### config.mk
export PLATFORM = sky130hd
export DESIGN_NAME = inst_fetch
export DESIGN_NICKNAME = d
export VERILOG_FILES = /design/src/rtl/fetch_pkg.sv /design/src/rtl/fetch_queue.sv /design/src/rtl/inst_fetch.sv
export SDC_FILE = /design/constraint.sdc
export NUM_CORES = 1
export LEC_CHECK = 0
export CORE_ASPECT_RATIO = 1.5
export CORE_MARGIN = 4
export CORE_UTILIZATION = 54
export DETAILED_ROUTE_END_ITERATION = 6
export GPL_ROUTABILITY_DRIVEN = 0
export GPL_TIMING_DRIVEN = 0
export MAX_ROUTING_LAYER = met4
export PLACE_DENSITY = 0.85
export SLEW_MARGIN = 15
export SYNTH_ARGS = -nofsm -noshare
export SYNTH_HDL_FRONTEND = slang
export SYNTH_SLANG_ARGS = --single-unit
### constraint.sdc
create_clock -name sys_clk -period 8.35 [get_ports sys_clk]
set_input_delay 1.2525 -clock sys_clk [delete_from_list [all_inputs] [get_ports sys_clk]]
set_output_delay 1.2525 -clock sys_clk [all_outputs]
set_load 0.01 [all_outputs]
### src/rtl/fetch_pkg.sv
// fetch_pkg: shared widths, reset/step defaults and the {pc, inst} queue entry for the fetch front end.
// No ports; imported by fetch_queue, inst_fetch and the bench.
package fetch_pkg;

    localparam int DEF_ADDR_WIDTH = 32;
    localparam int DEF_DATA_WIDTH = 32;
    localparam int DEF_RESET_PC   = 0;
    localparam int DEF_PC_STEP    = 4;

    typedef struct packed {
        logic [DEF_ADDR_WIDTH-1:0] pc;
        logic [DEF_DATA_WIDTH-1:0] inst;
    } fetch_entry_t;

endpackage

### src/rtl/fetch_queue.sv
// fetch_queue: 2-entry synchronous FIFO with flush; head is always slot 0.
// Ports: clk, rst (async, active-high), flush (empties queue, beats push/pop),
//        push/din (enqueue), pop (dequeue head), count (0..2), head (slot 0 contents).
module fetch_queue #(
    parameter int W = 64
) (
    input  logic         clk,
    input  logic         rst,
    input  logic         flush,
    input  logic         push,
    input  logic         pop,
    input  logic [W-1:0] din,
    output logic [1:0]   count,
    output logic [W-1:0] head
);

    logic [W-1:0] e0_q, e0_d, e1_q, e1_d;
    logic [1:0]   count_q, count_d;
    logic [1:0]   wr_idx;

    // After an optional pop the survivors shift toward slot 0, so the write
    // slot is the post-pop occupancy; the caller never pushes into a full queue.
    always_comb begin
        e0_d    = e0_q;
        e1_d    = e1_q;
        count_d = count_q;
        wr_idx  = count_q - {1'b0, pop};
        if (flush) begin
            count_d = 2'd0;
        end else begin
            if (pop)
                e0_d = e1_q;
            if (push && wr_idx == 2'd0)
                e0_d = din;
            if (push && wr_idx != 2'd0)
                e1_d = din;
            count_d = count_q + {1'b0, push} - {1'b0, pop};
        end
    end

    always_ff @(posedge clk or posedge rst) begin
        if (rst) begin
            e0_q    <= '0;
            e1_q    <= '0;
            count_q <= 2'd0;
        end else begin
            e0_q    <= e0_d;
            e1_q    <= e1_d;
            count_q <= count_d;
        end
    end

    assign count = count_q;
    assign head  = e0_q;

endmodule

### src/rtl/inst_fetch.sv
// inst_fetch: PC register driving InsMEM, sequential step / redirect, 2-deep {pc, inst} queue toward decode.
// Ports: sys_clk, sys_rst (async, active-high); InsAddr/InsData (combinational memory port);
//        fetch_en, redirect_valid/redirect_pc (control); out_valid/out_ready/out_pc/out_inst (decode
//        handshake); misaligned_err (one-cycle pulse after a redirect target with nonzero [1:0]).
module inst_fetch
    import fetch_pkg::*;
#(
    parameter int                    DATA_WIDTH = DEF_DATA_WIDTH,
    parameter int                    ADDR_WIDTH = DEF_ADDR_WIDTH,
    parameter logic [ADDR_WIDTH-1:0] RESET_PC   = ADDR_WIDTH'(DEF_RESET_PC),
    parameter logic [ADDR_WIDTH-1:0] PC_STEP    = ADDR_WIDTH'(DEF_PC_STEP)
) (
    input  logic                  sys_clk,
    input  logic                  sys_rst,
    output logic [ADDR_WIDTH-1:0] InsAddr,
    input  logic [DATA_WIDTH-1:0] InsData,
    input  logic                  fetch_en,
    input  logic                  redirect_valid,
    input  logic [ADDR_WIDTH-1:0] redirect_pc,
    output logic                  out_valid,
    input  logic                  out_ready,
    output logic [ADDR_WIDTH-1:0] out_pc,
    output logic [DATA_WIDTH-1:0] out_inst,
    output logic                  misaligned_err
);

    logic [ADDR_WIDTH-1:0] pc_q, pc_d;
    logic                  err_q, err_d;
    logic [1:0]            count;
    logic                  pop, push;

    assign pop  = out_valid & out_ready;
    // A same-cycle pop frees a slot, which keeps 1/cycle flow with the queue full.
    assign push = fetch_en & ~redirect_valid & (count != 2'd2 | pop);

    always_comb begin
        pc_d  = redirect_valid ? {redirect_pc[ADDR_WIDTH-1:2], 2'b00} : push ? pc_q + PC_STEP : pc_q;
        err_d = redirect_valid & (redirect_pc[1:0] != 2'b00);
    end

    always_ff @(posedge sys_clk or posedge sys_rst) begin
        if (sys_rst) begin
            pc_q  <= RESET_PC;
            err_q <= 1'b0;
        end else begin
            pc_q  <= pc_d;
            err_q <= err_d;
        end
    end

    fetch_queue #(.W(ADDR_WIDTH + DATA_WIDTH)) u_queue (
        .clk   (sys_clk),
        .rst   (sys_rst),
        .flush (redirect_valid),
        .push  (push),
        .pop   (pop),
        .din   ({pc_q, InsData}),
        .count (count),
        .head  ({out_pc, out_inst})
    );

    assign InsAddr        = pc_q;
    assign out_valid      = count != 2'd0;
    assign misaligned_err = err_q;

endmodule

==> results of run 1 <==
stage by stage:
stage,power (mW),setup slack (ns),util (%),hold WS (ns),instance area [um^2]
6_report,3.24,5.29,74.0,0.493,9630
3_3_place_gp,2.38,1.04,69.0,0.468,8980
5_1_grt,3.42,5.17,74.0,0.508,9630
2_1_floorplan,1.87,2.86,-,0.449,7170
4_1_cts,3.26,5.30,74.0,0.489,9630
3_5_place_dp,2.45,4.87,69.2,0.475,9010
report_power, final:
group | internal, mW | switching (mW)
registers | 1.09 | 0.205
logic | 0.633 | 0.518
clock network | 0.486 | 0.313
cells by family after synthesis:
kind of cell / Yosys count
AO/OA/AOI/OAI: 121
XOR/XNOR: 3
adder cells (fa/ha/maj): 3
buffers and inverters: 52
flip-flops: 157
multiplexers: 122
other: 1
AND/OR/NAND/NOR: 175
path summary, 6_finish.rpt:
check	start	end	depth (start not counted)
hold / removal	u_queue.e1_q[53]	u_queue.e1_q[53]	1
max in group asynchronous	sys_rst	u_queue.e1_q[56]	3
min in group asynchronous	sys_rst	u_queue.head[22]	2
setup reg to reg	InsAddr[2]	InsAddr[28]	6
hold reg to reg	u_queue.e1_q[53]	u_queue.e1_q[53]	1
setup / recovery	out_ready	u_queue.head[48]	9
layer usage:
metal	vias to the layer above	share of wire (%)	GRT usage, %
li1	2645	-	-
met1	2931	39	33.2
met2	261	52	45.0
met3	51	6.2	5.19
met4	0	3.3	12.0
met5	-	0	-
cells in the final DEF (no fill, tap or decap), types with 3 or more instances in the layout:
cell / instances
nand3_1: 18
o311ai_0: 14
conb_1: 4
clkinvlp_4: 5
nand4_1: 12
bufinv_16: 3
nor2_1: 76
a221o_1: 5
nor3_1: 6
mux2_1: 8
nand2_1: 37
mux2i_1: 62
o21ai_0: 9
clkbuf_1: 13
clkbuf_16: 17
clkdlybuf4s50_1: 161
buf_6: 6
ha_1: 3
o211ai_1: 13
a21oi_1: 68
mux2_2: 52
buf_4: 5
dfrtp_1: 157
inv_1: 6
and3_1: 8
buf_2: 20
flip-flops by register name, indices dropped and copies added (netlist names):
register        cells
u_queue.e1_q       62
InsAddr            30
misaligned_err      1
u_queue.count       2
u_queue.head       62
layout make-up:
cell class / count / share of cell area, %
Clock buffer: 19 / 4.70
Tap cell: 159 / 2.07
Timing Repair Buffer: 162 / 17.0
Multi-Input combinational cell: 428 / 30.7
Inverter: 8 / 0.390
Sequential cell: 157 / 40.8
Buffer: 44 / 2.64
Clock inverter: 13 / 1.70
worst reg2reg max path, delay by kind of cell (launching register included):
family,cells,cell delay [ns]
adder cells (fa/ha/maj),1,0.25
flip-flops,1,0.52
AND/OR/NAND/NOR,5,1.46
==> reports/qor.txt, run 1 <==
Synthesis-to-layout area growth -> 34.6%
Crit share post-route -> 36.7%
Most frequent CP cell -> buf_2
Largest net degree at the start of global routing -> 98
Post-synth cell types -> 47
Max-Cap Viols -> 0
Yosys top cell area share -> 54.9%
WS Path Type -> input port to flop
Buffers & Inverters on Critical Path -> 5
Num ports -> 167
Final setup violation count -> 0
Worst-skew pair later-pin latency -> 0.42 ns
Post-synth top area cell -> dfrtp_1
Synth Area in Adders -> 0.525%
Gates resized, CTS repair -> 0
Global-route wire length before repair -> 31700 um
Routed WL per cell -> 20.1 um
Register bit total from synthesis -> 157
Final Hold Fails -> 0
Largest family of logic cells by synthesized area -> multiplexers
Slew @ Worst Pin -> 0.605 ns
Register area share after synthesis -> 54.9%
Clock Skew -> 0.00924 ns
DR vias/cell -> 5.95
Die height -> 149 um
Crit end category -> flop
Row count -> 51
Clock Pin Slew Worst Setup and Hold Paths -> 0.06 ns
Rel. slew slack -> 59.7%
Number of global-route vias before repair -> 6198
Final min period -> 3.06 ns
Filler cells -> 919
Grt ovf -> 0
Total via count after detailed routing -> 5888
Starting Density -> 55.0%
WL final -> 19900 um
Antenna Cells -> 0
Number of synthesized flops with an enable pin -> 0
Worst-path fanout max -> 10
Drt pass-1 iters -> 5
Die width -> 102 um
Crit-path leading delay family -> buffers and inverters
Status -> complete, no violations
Area of the core -> 13000 um^2
# Post-CTS Setup Buffers -> 0
CP required -> 8.65 ns
Synth top cells by count -> dfrtp_1 (157), nor2_1 (76), a21oi_1 (68)
Hold Path Class -> flop to flop
Total leakage power -> 4.04 nW
Hpwl dp -> 14200 um
CTS sink count -> 157
Ys Warns -> 0
Post-synthesis xor/xnor area fraction -> 0.367%
Simple-gate portion of the synthesized area -> 11.4%
TritonCTS Buffers -> 17
Cell Area, Synth -> 7150 um^2
Post-CTS Hold Buffers -> 0
Reg area -> 3930 um^2
Initial antenna violation count -> 0
Slowest Stage Delay on Critical Path -> 0.52 ns
Placed Cells -> 958
Port Buffers -> 161
Finished Layout Cells -> 990
Type of origin of the critical path -> input port
Critical-path top delay cell -> clkdlybuf4s50_1
Max-slew violation count -> 0
Fmax -> 0.327 GHz
Ys flop type -> dfrtp_1
DRC marker count from the first detailed-route iteration -> 433
CTS tree -> done
GRT Resource Usage Total -> 27.6%
Syn Area/Cell -> 11.3 um^2
Compound-Gate Fraction of Synth Area -> 10.6%
Fraction of layout instances using a drive strength above 1 -> 14.8%
Multi-input gate area -> 2950 um^2
DRC viols -> 0
H-tree Lvls -> 4
Unrepaired setup endpoints after global routing -> false
Setup TNS -> 0 ns
Worst endpoint data arrival time -> 3.36 ns
CP Cell Sequence -> clkdlybuf4s50_1 > nor2b_1 > nor3_1 > buf_2 > a21o_1 > buf_2 > buf_2 > buf_2 > a21oi_1
Antenna viol nets, final -> 0
Synthesized instance count -> 634
Synth area leaders -> dfrtp_1 (55%), mux2i_1 (8.7%), mux2_2 (8.2%)
Die ar. -> 15200 um^2
Peak VDD IR -> 195 uV
Root Buffer -> clkbuf_16
Nets -> 890
Fraction of registers with async set/reset -> 100%
Flop-to-flop setup slack -> 6.06 ns
PwrDens -> 337 nW/um^2
Mux contribution to synthesized area -> 18.1%
Clk buf depth -> 2
Most common cell in the netlist -> dfrtp_1
(Power assumes the default switching activity.)
==> inputs of run 2 (changes only) <==
- CORE_UTILIZATION: 54 -> 50
- PLACE_DENSITY: 0.85 -> 0.8
- clock period: 8.35 -> 3 ns (I/O delays scaled with it)
==> reports/qor.txt, run 2 (synthesis gave the netlist of run 1 again) <==
Crit-path leading delay family -> simple AND/OR/NAND/NOR gates
Number of global-route vias before repair -> 6154 (-0.71%)
Drt pass-1 iters -> 5 (unchanged)
Commonest non-fill, non-tap cells in the layout -> clkdlybuf4s50_1 (161), dfrtp_1 (157), nor2_1 (76), a21oi_1 (68), mux2i_1 (62)
PwrDens -> 919 nW/um^2 (+170%)
Finished Layout Cells -> 1025 (+3.5%)
Crit end category -> flop
Clk buf depth -> 2 (unchanged)
Crit share post-route -> 76.8%
Root Buffer -> clkbuf_16
Slew @ Worst Pin -> 0.600 ns (-0.00487 ns)
WL final -> 19700 um (-0.86%)
Grt ovf -> 0 (unchanged)
Num ports -> 167 (unchanged)
Critical R2R Capture -> InsAddr[30]
GRT Resource Usage Total -> 25.3% (-2.3 points)
Buffers & Inverters on Critical Path -> 0 (-5)
Final setup violation count -> 0 (unchanged)
CTS tree -> done
WS Path Type -> flop to flop
Die height -> 155 um (+3.7%)
Critical-path top delay cell -> dfrtp_1
Crit. path cell count -> 6 (-3)
Commonest non-fill, non-tap cell in the layout -> clkdlybuf4s50_1
Flop-to-flop setup slack -> 0.70 ns (-5.36 ns)
Type of origin of the critical path -> flop
CP Cell Sequence -> ha_1 > nand3_1 > nor4_2 > nand3_1 > or4_1 > nand3_1
M1 WL -> 7590 um (-1.3%)
R2R Path Start -> InsAddr[2]
Fraction of layout instances using a drive strength above 1 -> 14.8% (-0.018 points)
# Post-CTS Setup Buffers -> 0 (unchanged)
Nets -> 894 (+0.45%)
Post-CTS Hold Buffers -> 0 (unchanged)
Final Worst Setup Slack -> 0.695 ns (-4.59 ns)
Routed WL per cell -> 19.3 um (-4.2%)
Clock Pin Slew Worst Setup and Hold Paths -> 0.06 ns (about the same)
Util after Layout -> 69.1% (-4.9 points)
Met3 WL post-DR -> 1060 um (-15%)
Final min period -> 2.30 ns
Setup TNS -> 0 ns (unchanged)
Worst-skew pair later-pin latency -> 0.42 ns (about the same)
Die ar. -> 16300 um^2 (+7.5%)
Row count -> 53 (+3.9%)
H-tree Lvls -> 4 (unchanged)
DR vias/cell -> 5.70 (-4.1%)
Final Hold Fails -> 0 (unchanged)
Starting Density -> 50.9% (-4.1 points)
Worst-path fanout max -> 8 (-2)
Max-Cap Viols -> 0 (unchanged)
R2R cell count -> 6 (unchanged)
Synthesis-to-layout area growth -> 35.8%
Rel. slew slack -> 60.0% (+0.32 points)
Total leakage power -> 4.07 nW (+0.71%)
Hpwl dp -> 14500 um (+2.0%)
TritonCTS Buffers -> 17 (unchanged)
Total via count after detailed routing -> 5847 (-0.70%)
Global-route wire length before repair -> 31700 um (about the same)
Peak VDD IR -> 474 uV (+140%)
Gates resized, CTS repair -> 0 (unchanged)
DRC marker count from the first detailed-route iteration -> 297 (-31%)
Max-slew violation count -> 0 (unchanged)
Most frequent CP cell -> nand3_1
Hold Path Class -> input port to asynchronous set/reset pin
Place WS -> 0.334 ns (-4.54 ns)
DRC viols -> 0 (unchanged)
Worst endpoint data arrival time -> 2.66 ns (-0.70 ns)
Area of the core -> 14100 um^2 (+8.0%)
Slowest Stage Delay on Critical Path -> 0.52 ns (about the same)
Port Buffers -> 161 (unchanged)
CTS sink count -> 157 (unchanged)
Status -> complete, no violations
Clock Skew -> 0.00651 ns (-0.00273 ns)
Met2 WL -> 10400 um (+1.4%)
Placed Cells -> 995 (+3.9%)
Unrepaired setup endpoints after global routing -> false
Die width -> 106 um (+3.6%)
Fin Hold WS -> 0.384 ns (-0.108 ns)
Largest net degree at the start of global routing -> 37 (-62%)
Top routing layer used -> met4
Fmax -> 0.434 GHz
Worst setup path endpoint -> InsAddr[30]
Antenna viol nets, final -> 0 (unchanged)
CP required -> 3.35 ns (-5.30 ns)
Initial antenna violation count -> 1 (+1)
Critical path launch point -> InsAddr[2]
run 2: power by group:
part	leakage [nW]	switching (mW)	internal [mW]
registers	1.87	0.571	3.02
clock network	0.281	0.835	1.29
logic	1.92	1.43	1.77
run 2: layer usage:
| metal | global-route usage (%) | vias to the layer above |
|---|---|---|
| met4 | 11.4 | 0 |
| met3 | 4.59 | 54 |
| met2 | 42.2 | 250 |
| li1 | - | 2660 |
| met1 | 29.8 | 2883 |
| met5 | - | - |
run 2: per-stage QoR:
step	cell area, um^2	total power [mW]
3_3_place_gp	9020	6.63
6_report	9720	8.92
5_1_grt	9720	9.44
2_1_floorplan	7170	5.20
4_1_cts	9710	9.00
3_5_place_dp	9140	6.84
run 2: area by class of cell:
cell class                 count  area [um^2]
sequential                   157         3930
antenna                        1         2.50
multi-input combinational    428         2950
clock inverter                11          148
fill                        1071         4340
clock buffer                  18          429
timing repair buffer         166         1730
inverter                       8         33.8
buffer                        44          254
tap                          192          240
run 2: worst min-delay path by stage:
stage | start | to | slack [ns]
after CTS | sys_rst | u_queue.head[3] | 0.38
after detailed placement | u_queue.e1_q[39] | u_queue.e1_q[39] | 0.48
after global routing | sys_rst | u_queue.head[3] | 0.40
after global placement | u_queue.e1_q[39] | u_queue.e1_q[39] | 0.46
final | sys_rst | u_queue.head[3] | 0.38
after floorplan | u_queue.e1_q[39] | u_queue.e1_q[39] | 0.45
